`src/rtl/pic8259_pkg.sv`:
```
// pic8259_pkg: command-state encodings and control-word bit positions shared by the 8259A front end
package pic8259_pkg;
  localparam logic [1:0] CMD_READY     = 2'd0;
  localparam logic [1:0] CMD_WAIT_ICW2 = 2'd1;
  localparam logic [1:0] CMD_WAIT_ICW3 = 2'd2;
  localparam logic [1:0] CMD_WAIT_ICW4 = 2'd3;
  localparam int ICW1_IC4   = 0;
  localparam int ICW1_SNGL  = 1;
  localparam int OCW_SEL_D3 = 3;
  localparam int CMD_SEL_D4 = 4;
  // Cascaded parts need ICW3 before the optional ICW4.
  function automatic logic [1:0] after_icw2(input logic sngl, input logic ic4);
    return !sngl ? CMD_WAIT_ICW3 : ic4 ? CMD_WAIT_ICW4 : CMD_READY;
  endfunction
endpackage

```
`src/rtl/bus_strobe_synchronizer.sv`:
```
// bus_strobe_synchronizer: N-stage flop chain bringing W asynchronous pins into the core clock together
module bus_strobe_synchronizer #(
  parameter int N = 2,
  parameter int W = 11
) (
  input  logic         clock,
  input  logic         reset_n,
  input  logic [W-1:0] i_d,
  output logic [W-1:0] o_q
);
  logic [N-1:0][W-1:0] r_chain;
  always_ff @(posedge clock or negedge reset_n)
    if (!reset_n) r_chain <= '0;
    else          r_chain <= {r_chain[N-2:0], i_d};
  assign o_q = r_chain[N-1];
endmodule

```
`src/rtl/bus_control_logic.sv`:
```
// bus_control_logic: 8259A CPU bus front end - pin sync, write decode into ICW/OCW strobes, init sequencer
module bus_control_logic
  import pic8259_pkg::*;
#(
  parameter int SYNC_STAGES = 2
) (
  input  logic       clock,
  input  logic       reset_n,
  input  logic       chip_select_n,
  input  logic       read_enable_n,
  input  logic       write_enable_n,
  input  logic       address,
  input  logic [7:0] data_bus_in,
  output logic [7:0] internal_data_bus,
  output logic       write_initial_command_word_1,
  output logic       write_initial_command_word_2_4,
  output logic       write_initial_command_word_2,
  output logic       write_initial_command_word_3,
  output logic       write_initial_command_word_4,
  output logic       write_operation_control_word_1,
  output logic       write_operation_control_word_2,
  output logic       write_operation_control_word_3,
  output logic       read,
  output logic       address_for_read,
  output logic [1:0] command_state,
  output logic       initialization_complete
);
  logic [10:0] w_sync;
  logic        w_wr_s, w_rd_s, w_a0_s;
  logic [7:0]  w_d_s;
  logic        r_wr_prev, r_lat_a0, r_sngl, r_ic4, r_done, r_afr;
  logic [7:0]  r_lat_d, r_bus;
  logic [1:0]  r_state, w_state_nxt;
  logic [6:0]  r_stb, w_stb;
  logic        w_fall, w_ready, w_read;

  bus_strobe_synchronizer #(.N(SYNC_STAGES), .W(11)) u_sync (
    .clock   (clock),
    .reset_n (reset_n),
    .i_d     ({~chip_select_n & ~write_enable_n, ~chip_select_n & ~read_enable_n, address, data_bus_in}),
    .o_q     (w_sync)
  );
  assign {w_wr_s, w_rd_s, w_a0_s, w_d_s} = w_sync;

  assign w_fall  = r_wr_prev & ~w_wr_s;
  assign w_ready = r_state == CMD_READY;
  // Strobe order {ICW1, ICW2, ICW3, ICW4, OCW1, OCW2, OCW3}; OCW2/3 patterns mid-init decode to nothing.
  assign w_stb = {7{w_fall}} & {
    ~r_lat_a0 &  r_lat_d[CMD_SEL_D4],
     r_lat_a0 & (r_state == CMD_WAIT_ICW2),
     r_lat_a0 & (r_state == CMD_WAIT_ICW3),
     r_lat_a0 & (r_state == CMD_WAIT_ICW4),
     r_lat_a0 &  w_ready,
    ~r_lat_a0 & ~r_lat_d[CMD_SEL_D4] & ~r_lat_d[OCW_SEL_D3] & w_ready,
    ~r_lat_a0 & ~r_lat_d[CMD_SEL_D4] &  r_lat_d[OCW_SEL_D3] & w_ready};
  assign w_state_nxt = w_stb[6] ? CMD_WAIT_ICW2 :
                       w_stb[5] ? after_icw2(r_sngl, r_ic4) :
                       w_stb[4] ? (r_ic4 ? CMD_WAIT_ICW4 : CMD_READY) :
                       w_stb[3] ? CMD_READY : r_state;

  always_ff @(posedge clock or negedge reset_n)
    if (!reset_n) begin
      r_wr_prev <= 1'b0;
      r_lat_a0  <= 1'b0;
      r_lat_d   <= '0;
      r_bus     <= '0;
      r_stb     <= '0;
      r_state   <= CMD_READY;
      r_sngl    <= 1'b0;
      r_ic4     <= 1'b0;
      r_done    <= 1'b0;
      r_afr     <= 1'b0;
    end else begin
      r_wr_prev <= w_wr_s;
      r_lat_a0  <= w_wr_s ? w_a0_s : r_lat_a0;
      r_lat_d   <= w_wr_s ? w_d_s : r_lat_d;
      r_bus     <= w_fall ? r_lat_d : r_bus;
      r_stb     <= w_stb;
      r_state   <= w_state_nxt;
      r_sngl    <= w_stb[6] ? r_lat_d[ICW1_SNGL] : r_sngl;
      r_ic4     <= w_stb[6] ? r_lat_d[ICW1_IC4] : r_ic4;
      r_done    <= w_stb[6] ? 1'b0 : (!w_ready && w_state_nxt == CMD_READY) ? 1'b1 : r_done;
      r_afr     <= w_read ? w_a0_s : r_afr;
    end

  assign w_read = w_rd_s & ~w_wr_s;

  assign internal_data_bus              = r_bus;
  assign write_initial_command_word_1   = r_stb[6];
  assign write_initial_command_word_2   = r_stb[5];
  assign write_initial_command_word_3   = r_stb[4];
  assign write_initial_command_word_4   = r_stb[3];
  assign write_initial_command_word_2_4 = |r_stb[5:3];
  assign write_operation_control_word_1 = r_stb[2];
  assign write_operation_control_word_2 = r_stb[1];
  assign write_operation_control_word_3 = r_stb[0];
  assign read                           = w_read;
  assign address_for_read               = w_read ? w_a0_s : r_afr;
  assign command_state                  = r_state;
  assign initialization_complete        = r_done;
endmodule

```
`config.mk`:
```
export PLATFORM = sky130hd
export DESIGN_NAME = bus_control_logic
export DESIGN_NICKNAME = d
export VERILOG_FILES = /design/src/rtl/pic8259_pkg.sv /design/src/rtl/bus_strobe_synchronizer.sv /design/src/rtl/bus_control_logic.sv
export SDC_FILE = /design/constraint.sdc
export NUM_CORES = 1
export LEC_CHECK = 0
export ABC_AREA = 0
export BUFFER_PORTS_ARGS = -buffer_cell sky130_fd_sc_hd__buf_2
export CAP_MARGIN = 20
export CORE_MARGIN = 2
export CORE_UTILIZATION = 35
export CTS_CLUSTER_DIAMETER = 30
export DETAILED_ROUTE_END_ITERATION = 12
export PLACE_DENSITY_LB_ADDON = 0.15
export SLEW_MARGIN = 10
export SYNTH_ARGS = -nofsm -noshare
export SYNTH_HDL_FRONTEND = slang
export SYNTH_SLANG_ARGS = --single-unit
export TNS_END_PERCENT = 50
```
`constraint.sdc`:
```
create_clock -name clock -period 1.8 [get_ports clock]
set_clock_uncertainty 0.1 [all_clocks]
set_input_delay 0 -clock clock [delete_from_list [all_inputs] [get_ports clock]]
set_output_delay 0 -clock clock [all_outputs]
set_load 0.02 [all_outputs]
```
==> results.toml <==
[status]
status = "complete, no violations"

[synth]
synth_top_area_share_pct = 76.4
synth.most_common_cell = "dfrtp_1"
synth_common_cells = "dfrtp_1 (53), mux2_2 (16), nor2_1 (4)"
ys_seq_area_share_pct = 76.4
synth_top_flop_cell = "dfrtp_1"
synthesis.area_mm2 = 0.00174
synth_edf_count = 0
synth.avg_cell_area_um2 = 16.5
synth_cell_types = 23
synth_top_area_cell = "dfrtp_1"
synth_seq_cells = 53
syn-num-nets = 119
ys_async_sr_fraction_pct = 100
postSynthCellCount = 105
yosys_warnings = 0
synthTopCellsByArea = "dfrtp_1 (76%), mux2_2 (10%), mux2_1 (1.3%), and3b_1 (1.0%), o21ai_0 (0.87%)"

[placement]
gp_congestion = 0.742
io_buffers = 34
post-dp-hpwl_um = 1980

[setup_path]
critPathMaxFanout = 14
path_cells = "buf_4, nor2b_1, mux2_2, buf_2"
critPathKind = "flop to primary output"
critPathLaunchType = "flop"
slowest_delay_ps = 380
end_kind = "primary output"
cp_data_required_time_ps = 1700
cp_slowest_cell = "dfrtp_1"
arrival_ps = 1550

[sta]
clock.fmax_mhz = 608
hold_violations = 0
rsz0062_at_grt = "no"
period_share_pct = 91.4
setup_viol = 0
tns_ps = 0
finalCriticalPeriod_ps = 1650
slew_headroom_pct = 66.0
holdWs_ps = 110
tightest_slew_ps = 509
slew_viol_final = 0

[clock_network]
cts-root-buf = "clkbuf_8"
cts.path.max_buffers = 2
numClockSinks = 53
cts_max_level = 2
clk_latency_ps = 300
cts_hold_buf = 14
clkTransAtPathRegs_ps = 80
cts_tree = "yes"
post_cts_buffers = 0
cts_buffers = 5
ctsResizeCount = 0

[routing]
drt-initial-drc-count = 47
drt-pass1-iter-count = 2
wl_per_cell_um = 12.4
avgViaCountPerCell = 4.37
wl_um = 2840
detail-route-antenna-nets = 0
vias = 1005
drc = 0

[run]
drv_cap = 0

[layout]
layout.nets = 176
regArea_mm2 = 0.00133
drive_gt1_share_pct = 39.9
fillers = 434
antenna_cells = 0
area_growth_pct = 29.7
multi_input_area_um2 = 388

[power]
ir_drop_mv = 0.441
cellLeakagePower_nw = 1.09
power_density_mw_per_mm2 = 1200

[grt]
grt_antenna_before_repair = 0
grt_usage_pct = 12.0
grt_pass1_vias = 1078
grt_pass1_wl_um = 4840
grt_max_degree = 26
grt-ovfl-total = 0

[floorplan]
core_mm2 = 0.00475
dieHeight_um = 74.4
die_x_um = 74.4
num_rows = 25
start_util_pct = 36.5
die_area_mm2 = 0.00554
ios = 35

[worst_hold_path]
min_path_type = "input port to async pin"
-- worst paths after layout --
check | from | end | slack [ps] | depth (start not counted)
worst max-delay path | u_sync.o_q[10] | address_for_read | 150 | 4
worst min-delay path | reset_n | r_afr | 110 | 2
worst max register to register | u_sync.o_q[10] | r_ic4 | 230 | 4
worst min register to register | u_sync.r_chain[7] | u_sync.o_q[7] | 260 | 0
max in group asynchronous | reset_n | command_state[0] | 890 | 3
min in group clock | data_bus_in[2] | u_sync.r_chain[2] | 240 | 2
-- worst max-delay path, delay by kind of cell, from the launching register on --
kind,cells,cell delay [ps]
flops,1,380
mux,1,360
buf+inv,2,350
simple gates,1,160
-- power breakdown --
group	leakage, nW	switching, mW	internal [mW]
clock	0.0542	0.354	0.348
sequential	0.647	0.124	1.35
combinational	0.385	0.281	0.238
total	1.09	0.759	1.94
-- metrics by stage --
| stage | std cells | cell area [um2] | util [%] | setup slack [ps] | total power [mW] |
|---|---|---|---|---|---|
| after floorplan | 105 | 1740 | - | 253 | 1.80 |
| after global routing | 230 | 2250 | 47.3 | 43.2 | 2.86 |
| after CTS | 230 | 2250 | 47.3 | 111 | 2.74 |
| after global placement | 208 | 2010 | 42.3 | 277 | 1.98 |
| after detailed placement | 208 | 2010 | 42.3 | 231 | 2.01 |
| final | 230 | 2250 | 47.3 | 154 | 2.70 |
-- metal layers --
| metal | vias to the layer above | GRT usage, % | share of wire [%] |
|---|---|---|---|
| met2 | 25 | 19.4 | 49 |
| met3 | 5 | 4.47 | 5.0 |
| met5 | - | 0 | 0 |
| met4 | 0 | 5.36 | 1.9 |
| met1 | 501 | 14.4 | 44 |
| li1 | 474 | - | - |
-- logic make-up after synthesis --
family / after synthesis / share of synthesized area (%)
simple gates: 21 / 7.50
buf+inv: 5 / 1.23
compound gates: 8 / 3.17
mux: 18 / 11.7
flops: 53 / 76.4
-- cell type report --
class / count / area share, %
flip-flops and latches: 53 / 58.9
multi-input cells: 47 / 17.2
repair buffers: 52 / 15.1
clock buffers: 7 / 4.28
well taps: 67 / 3.72
inverters: 3 / 0.500
clock inverters: 1 / 0.222
-- layout by cell type, fill, tap and decap left out, types with 3 or more instances in the layout --
cell type	Yosys	routed
buf_4	0	4
mux2_2	16	16
buf_2	2	34
nand2_1	3	3
dlygate4sd3_1	0	14
clkbuf_8	0	7
dfrtp_1	53	53
nor2_1	4	4
o21ai_0	3	3
-- registers in the layout, summed over array words and instances (netlist names) --
signal and flops:
command_state 2, initialization_complete 1, internal_data_bus 8, r_afr 1
r_ic4 1, r_lat_a0 1, r_lat_d 8, r_sngl 1
r_stb 7, r_wr_prev 1, u_sync.o_q 11, u_sync.r_chain 11
No activity file was read; power rests on OpenSTA's default activity.
